[src/rtl/kernel_row_sequencer.sv]
// -----------------------------------------------------------------------------
// kernel_row_sequencer
//
// Walks the Gaussian kernel ROM one row at a time and streams every row to the
// convolution datapath. The block owns the ROM read port and hides the ROM's
// one-cycle registered read latency: a row is fetched one cycle ahead, so with
// the consumer always ready a new row is presented every cycle.
//
// Optional feature macro: KSEQ_SUM_EN
//   When defined, a 16-bit running sum of all weight bytes accepted in the
//   current pass is kept and exposed on kernel_sum.
//
// Parameters
//   ROWS : kernel rows per pass (1..127)
//   AW   : ROM address width
//   DW   : row width in bits, one byte per weight (multiple of 8)
//
// Ports
//   clk        in   single clock, rising edge
//   rst        in   asynchronous active-high reset
//   start      in   begin a pass (only honoured in IDLE)
//   abort      in   terminate a pass in progress, no done pulse
//   busy       out  high in every state except IDLE
//   done       out  one-cycle pulse after the last row is accepted
//   rom_rd_en  out  ROM read enable
//   rom_addr   out  ROM row address
//   rom_data   in   ROM data, valid the cycle after rom_rd_en, held otherwise
//   row_valid  out  row_data/row_idx/row_last are valid
//   row_ready  in   consumer accepts the current row
//   row_data   out  current kernel row (straight from rom_data)
//   row_idx    out  index of the current row
//   row_last   out  current row is the final row of the pass
//   kernel_sum out  sum of all accepted weights (KSEQ_SUM_EN only)
//
// Handshake: a row transfers on every rising edge where row_valid and
// row_ready are both high. row_valid never drops and row_data/row_idx never
// change while a row is waiting for row_ready.
// -----------------------------------------------------------------------------
module kernel_row_sequencer #(
   parameter int ROWS = 11,
   parameter int AW   = 7,
   parameter int DW   = 88
) (
   input  logic          clk,
   input  logic          rst,
   input  logic          start,
   input  logic          abort,
   output logic          busy,
   output logic          done,
   output logic          rom_rd_en,
   output logic [AW-1:0] rom_addr,
   input  logic [DW-1:0] rom_data,
   output logic          row_valid,
   input  logic          row_ready,
   output logic [DW-1:0] row_data,
   output logic [6:0]    row_idx,
`ifdef KSEQ_SUM_EN
   output logic [15:0]   kernel_sum,
`endif
   output logic          row_last
);

   // FSM encoding
   localparam logic [1:0] S_IDLE  = 2'd0;
   localparam logic [1:0] S_FETCH = 2'd1;
   localparam logic [1:0] S_OUT   = 2'd2;
   localparam logic [1:0] S_DONE  = 2'd3;

   localparam logic [6:0] LAST_IDX = 7'(ROWS - 1);

   logic [1:0] state_q, state_d;
   logic [6:0] row_idx_q, row_idx_d;
   logic       handshake;

   // ------------------------------------------------------------------------
   // Next-state and output logic
   // ------------------------------------------------------------------------
   always_comb begin
      state_d   = state_q;
      row_idx_d = row_idx_q;
      busy      = (state_q != S_IDLE);
      done      = 1'b0;
      rom_rd_en = 1'b0;
      // Outside an active read the address simply mirrors the row index.
      rom_addr  = AW'(row_idx_q);
      row_valid = (state_q == S_OUT);
      row_last  = row_valid && (row_idx_q == LAST_IDX);
      handshake = row_valid && row_ready;

      case (state_q)
         S_IDLE: begin
            if (start) begin
               state_d   = S_FETCH;
               row_idx_d = 7'd0;
            end
         end

         S_FETCH: begin
            // Prime the ROM with row 0; its data appears in the OUT cycle.
            rom_rd_en = 1'b1;
            if (abort) begin
               state_d   = S_IDLE;
               row_idx_d = 7'd0;
            end else begin
               state_d   = S_OUT;
            end
         end

         S_OUT: begin
            if (abort) begin
               // Abort wins over a same-cycle handshake: no prefetch, no done.
               state_d   = S_IDLE;
               row_idx_d = 7'd0;
            end else if (handshake) begin
               if (row_last) begin
                  state_d = S_DONE;
               end else begin
                  // Prefetch the next row in the accepting cycle so it is
                  // ready on the very next edge (one row per cycle).
                  rom_rd_en = 1'b1;
                  rom_addr  = AW'(row_idx_q + 7'd1);
                  row_idx_d = row_idx_q + 7'd1;
               end
            end
            // Stall: rom_rd_en stays low, so the ROM holds row_data stable.
         end

         S_DONE: begin
            done    = 1'b1;
            state_d = S_IDLE;
            if (abort) begin
               row_idx_d = 7'd0;
            end
         end

         default: begin
            state_d   = S_IDLE;
            row_idx_d = 7'd0;
         end
      endcase
   end

   assign row_data = rom_data;
   assign row_idx  = row_idx_q;

   always_ff @(posedge clk or posedge rst) begin
      if (rst) begin
         state_q   <= S_IDLE;
         row_idx_q <= 7'd0;
      end else begin
         state_q   <= state_d;
         row_idx_q <= row_idx_d;
      end
   end

`ifdef KSEQ_SUM_EN
   // ------------------------------------------------------------------------
   // Weight accumulator
   // ------------------------------------------------------------------------
   logic [15:0] sum_q, sum_d;

   // Unsigned sum of all weight bytes of one row, modulo 2^16.
   function automatic logic [15:0] row_byte_sum(input logic [DW-1:0] row);
      logic [15:0] acc;
      acc = 16'd0;
      for (int i = 0; i < DW / 8; i++) begin
         acc = acc + 16'(row[i*8 +: 8]);
      end
      return acc;
   endfunction

   always_comb begin
      sum_d = sum_q;
      if ((state_q == S_IDLE) && start) begin
         sum_d = 16'd0;
      end else if (handshake && !abort) begin
         // Aborted passes keep their partial sum; the aborting cycle adds nothing.
         sum_d = sum_q + row_byte_sum(rom_data);
      end
   end

   always_ff @(posedge clk or posedge rst) begin
      if (rst) begin
         sum_q <= 16'd0;
      end else begin
         sum_q <= sum_d;
      end
   end

   assign kernel_sum = sum_q;
`endif

endmodule

[config.mk]
export PLATFORM = sky130hd
export DESIGN_NAME = kernel_row_sequencer
export DESIGN_NICKNAME = d
export VERILOG_FILES = /design/src/rtl/kernel_row_sequencer.sv
export SDC_FILE = /design/constraint.sdc
export NUM_CORES = 1
export LEC_CHECK = 0
export CELL_PAD_IN_SITES_DETAIL_PLACEMENT = 0
export CELL_PAD_IN_SITES_GLOBAL_PLACEMENT = 1
export CORE_MARGIN = 4
export CORE_UTILIZATION = 15
export DETAILED_ROUTE_END_ITERATION = 8
export PLACE_DENSITY = 0.87
export SLEW_MARGIN = 20
export SYNTH_ARGS = -nofsm -noshare
export SYNTH_HDL_FRONTEND = slang
export SYNTH_SLANG_ARGS = --single-unit
[constraint.sdc]
create_clock -name clk -period 2.3 [get_ports clk]
set_input_delay 0.23 -clock clk [delete_from_list [all_inputs] [get_ports clk]]
set_output_delay 0.23 -clock clk [all_outputs]
set_load 0.03 [all_outputs]
# Yosys cells after proc, flatten, opt, wreduce, memory -nomap -nowiden

Cells that the tools add are included.

Multipliers: 0
Equal/unequal tests: 8
Reduce and logical (&&, ||, !) cells: 7
$add $sub $neg: 1
Bitwise operators: 0
Shifts and indexed selects: 0
Mux-type cells: 19
Order comparisons: 0
Divide/modulo/power cells: 0

Operators by type and width:

| operator            | number |
|---|---|
| $mux 7              | 7 |
| $pmux 7 s3          | 1 |
| $mux 2              | 5 |
| $pmux 2 s4          | 1 |
| $add 7x1->7 const B | 1 |
| $eq 7x4->1 const B  | 1 |
| $ne 3x2->1 const B  | 2 |
| $eq 2x2->1 const B  | 2 |
| $mux 1              | 4 |
| $reduce_and 3->1    | 1 |
| $eq 2x1->1 const B  | 1 |
| $logic_and 1x1->1   | 2 |
| $logic_not 2->1     | 1 |
| $ne 2x1->1 const B  | 1 |
| $ne 2x2->1 const B  | 1 |
| $pmux 1 s2          | 1 |
| $reduce_and 2->1    | 1 |
| $reduce_bool 2->1   | 1 |
| $reduce_or 2->1     | 1 |

Register bits: 9
Bits in read-only memories: 0
Latch bits: 0
Memories kept: 0
Memory bits (writable): 0

# Longest topological paths before layout

Depth after elaboration: 6
Gate-level depth with buffers: 7
Mapped depth without buffers: 6

# Least setup slack after synthesis

No wires, ideal clock.

Kind: reg-to-output
Start: reg state_q[0]
End: out rom_addr[2]
Required time: 2.070 ns
Buffers on the path: 0
Arrival: 1.992 ns
Slack: 0.078 ns
Cell stages (with the launch flop): 7
Cell sequence: dfrtp_1 -> inv_1 -> ha_1 -> nand3b_4 -> a21oi_1 -> nand2_1 -> xnor2_1

Cells in the longest elaborated chain, start to end: 6

RTL lines:

| item                   | line | text |
|---|---|---|
| from (decl)            | 71   | `logic [1:0] state_q, state_d;` |
| from (signal assigned) | 151  | `state_q <= state_d;` |
| $eq 2x2->1 (*)         | 86   | `row_valid = (state_q == S_OUT);` |
| net row_valid          | 53   | `output logic row_valid,` |
| $logic_and 1x1->1      | 87   | `row_last = row_valid && (row_idx_q == LAST_IDX);` |
| $mux 7                 | 115  | `if (row_last) begin` |
| $mux 7                 | 114  | `end else if (handshake) begin` |
| $mux 7                 | 110  | `if (abort) begin` |
| $mux 7 (*)             | 90   | `case (state_q)` |
| to (decl)              | 51   | `output logic [AW-1:0] rom_addr,` |

Mark *: on every way through the listed nets, which the timed path passes. The rest lies on a longest branch.

# Worst setup path after layout

Start: reg row_idx_q[0] (netlist: row_idx[0])
End: out rom_addr[0]

Cells in the longest elaborated chain, start to end: 6

RTL lines:

| item                                                | line | text |
|---|---|---|
| from (decl)                                         | 72   | `logic [6:0] row_idx_q, row_idx_d;` |
| from (signal assigned)                              | 152  | `row_idx_q <= row_idx_d;` |
| branches (longest 5 deep; another with $add 7x1->7) | --   |  |
| $mux 7 (*)                                          | 90   |  |

Every way passes the cells marked *.

==> impl_metrics.json <==
{
  "critPathMaxFanout": 7,
  "synth.cell_area_um2": 1435,
  "overflow": 0,
  "rsz0062_at_grt": "true",
  "drtIter0Drc": 146,
  "fillers": 1093,
  "die_x_um": 105.8,
  "synth_flop_cell": "dfrtp_1",
  "whs_ps": 277.9,
  "synth_nets": 276,
  "cts-root-buf": "clkbuf_8",
  "async_flop_share_pct": 100.0,
  "cts_hold_buf": 0,
  "setup_viol": 0,
  "post-synth-top-count-cell": "buf_4",
  "initial_core_util_pct": 15.46,
  "dieArea_um2": 11200,
  "grt_pass1_vias": 823,
  "synthMuxAreaShare_pct": 0.6975,
  "dieHeight_um": 105.8,
  "slew_viol_final": 0,
  "power.share.combinational_pct": 56.1,
  "synth_seq_cells": 9,
  "worstPathRequired_ps": 2070,
  "relSlewSlack_pct": 61.82,
  "vias_per_cell": 3.434,
  "cts-htree-levels": 1,
  "power.switching_w": 0.0003974,
  "instances_no_fill": 244,
  "internal_power_w": 0.0005143,
  "synth_edf_count": 0,
  "p_clk_share_pct": 20.7,
  "wl_met1_mm": 1.266,
  "cp.arrival_ps": 1910,
  "maxCapViolCount": 0,
  "yosysSeqAreaShare_pct": 15.69,
  "drc_errors": 0,
  "grt_util_all_layers_pct": 5.404,
  "fp-row-count": 35,
  "topRoutingLayerUsed": "met4",
  "clk_pin_slew_ps": 50,
  "insertion_delay_ps": 240,
  "ys_warn_count": 0,
  "synthTopCellsByCount": "89 x buf_4, 9 x dfrtp_1, 8 x o21ai_0",
  "status": "complete, no violations",
  "hpwl_mm": 2.394,
  "vias": 838,
  "cp-end-kind": "output port",
  "clock-sinks": 9,
  "first_pass_iters": 4,
  "gp_congestion": 0.7758,
  "grt_pass1_wl_mm": 4.616,
  "holdCritPathClass": "in2async",
  "fmax_mhz": 466.5,
  "peakVddDrop_mv": 0.2477,
  "synth_top_family_by_area": "buffers and inverters",
  "wire_per_inst_um": 12.47,
  "tritoncts": "built",
  "antenna_found_initial": 0,
  "synthTopCellsByArea": "buf_4 47%, dfrtp_1 16%, ha_1 6.1%",
  "r2r_start": "state_q[0]",
  "netlist-cell-type-count": 32,
  "min_period_over_period_pct": 93.20,
  "timing.rr.end": "row_idx[0]",
  "r2r_cells": 6,
  "start_kind": "register",
  "io_pins": 200,
  "final-hold-violation-count": 0,
  "synthAdderAreaFrac_pct": 6.103,
  "syn_to_final_growth_pct": -13.43,
  "critPathKind": "reg2out",
  "synth_xor_area_share_pct": 3.662,
  "finalWirelength_mm": 3.043,
  "io_buffer_count": 23,
  "cts_made_buffers": 3,
  "rrSetupSlack_ps": 490,
  "clock-skew-final_ps": 9.362,
  "seq_power_share_pct": 23.2,
  "wl_met2_mm": 1.289,
  "synth.top_cell.area_share_pct": 46.56,
  "yosys.area_share.simple_pct": 13.60,
  "max_slew.worst_pin.slew_ps": 571.5,
  "ant_nets": 0,
  "layout_min_cycle_time_ps": 2144,
  "dp.cells": 240,
  "synth_top_cell_by_area": "buf_4",
  "grt_max_degree": 10,
  "dr_wl_met3_um": 381,
  "postSynthAreaPerCell_um2": 8.154,
  "p_per_area_nw_per_um2": 733.8,
  "p_leak_nw": 0.5245,
  "syn_inst": 176,
  "antennaDiodeCount": 0,
  "final_layout_size_suffix_gt1_share_pct": 21.74,
  "core-area_um2": 9284,
  "sw_frac_of_total_pct": 43.59,
  "cts_max_path_buffers": 2,
  "power.total_w": 0.0009117,
  "final_nets": 216,
  "synth-compound-area-share_pct": 11.42
}
## area by class of cell
class	count	area, um^2	share of cell area, %
Clock buffer	4	45.04	3.625
Inverter	5	18.77	1.511
Multi-Input combinational cell	70	526.8	42.40
Sequential cell	9	226.5	18.23
Tap cell	129	161.4	12.99
Timing Repair Buffer	27	264.0	21.25
## worst max-delay path, cell delays in order, from the launching register on
cell      delay [ps]
dfrtp_2          430
inv_1            100
ha_1             150
and4bb_2         280
a21oi_1           90
buf_4            150
xnor2_1          300
buf_12           170
## registers in the layout, summed over array words and instances (netlist names)
| name | cells |
|---|---|
| row_idx | 7 |
| state_q | 2 |
## how the worst max path moves through the flow
stage,endpoint,start,depth (start not counted)
after floorplan,rom_addr[2],state_q[0],6
after global placement,row_last,row_idx[0],5
after detailed placement,row_last,row_idx[0],5
after CTS,rom_addr[5],row_idx[0],7
after global routing,rom_addr[0],row_idx[0],7
final,rom_addr[0],row_idx[0],7
## routing by layer
| layer | vias up | global-route usage (%) |
|---|---|---|
| li1 | 376 | - |
| met2 | 40 | 7.423 |
| met3 | 22 | 3.184 |
| met1 | 400 | 6.465 |
| met5 | - | 0 |
| met4 | 0 | 3.053 |
## power by group through the flow
stage / logic [W] / registers (W) / clock network (W)
floorplan: 0.000603 / 0.000215 / 0
global placement: 0.000506 / 0.000205 / 0
detailed placement: 0.000508 / 0.000211 / 0
CTS: 0.000511 / 0.000208 / 0.000192
global route: 0.000560 / 0.000218 / 0.000208
finish: 0.000512 / 0.000211 / 0.000189
## stage by stage
stage	util (%)	area [um^2]	setup TNS [ps]	setup WS, ps
2_1_floorplan	-	1435	0	78.22
3_3_place_gp	12.71	1180	0	274.2
3_5_place_dp	12.71	1180	0	233.7
4_1_cts	13.18	1224	0	43.67
5_1_grt	13.38	1242	-3.184	-3.184
6_report	13.38	1242	0	156.4
## logic make-up (layout without fill, tap and decap cells)
logic type,Yosys count,count (layout)
buffers and inverters,97,36
and+or+nand+nor,31,31
AOI/OAI and AO/OA,25,25
DFF,9,9
adders and majority gates,7,7
xor gates and xnor gates,6,6
muxes,1,1
## layout by cell type, fill, tap and decap left out, types with 3 or more instances in the layout
cell and count:
a21oi_1 3, a31oi_1 5, and3_1 3, buf_4 10
clkbuf_8 3, clkdlybuf4s50_1 14, dfrtp_1 8, ha_1 6
inv_1 5, nand2_1 6, nand3_1 5, nor2_1 6
nor3_2 3, o21ai_0 8, xor2_1 4
## what timing repair did
action / 4_1_cts / 5_1_grt
setup endpoints to repair: 1 / 3
pin swaps: 0 / 0
setup buffers: 0 / 0
gates resized for setup: 1 / 4
Note: power is estimated with default switching activity, not from simulation.
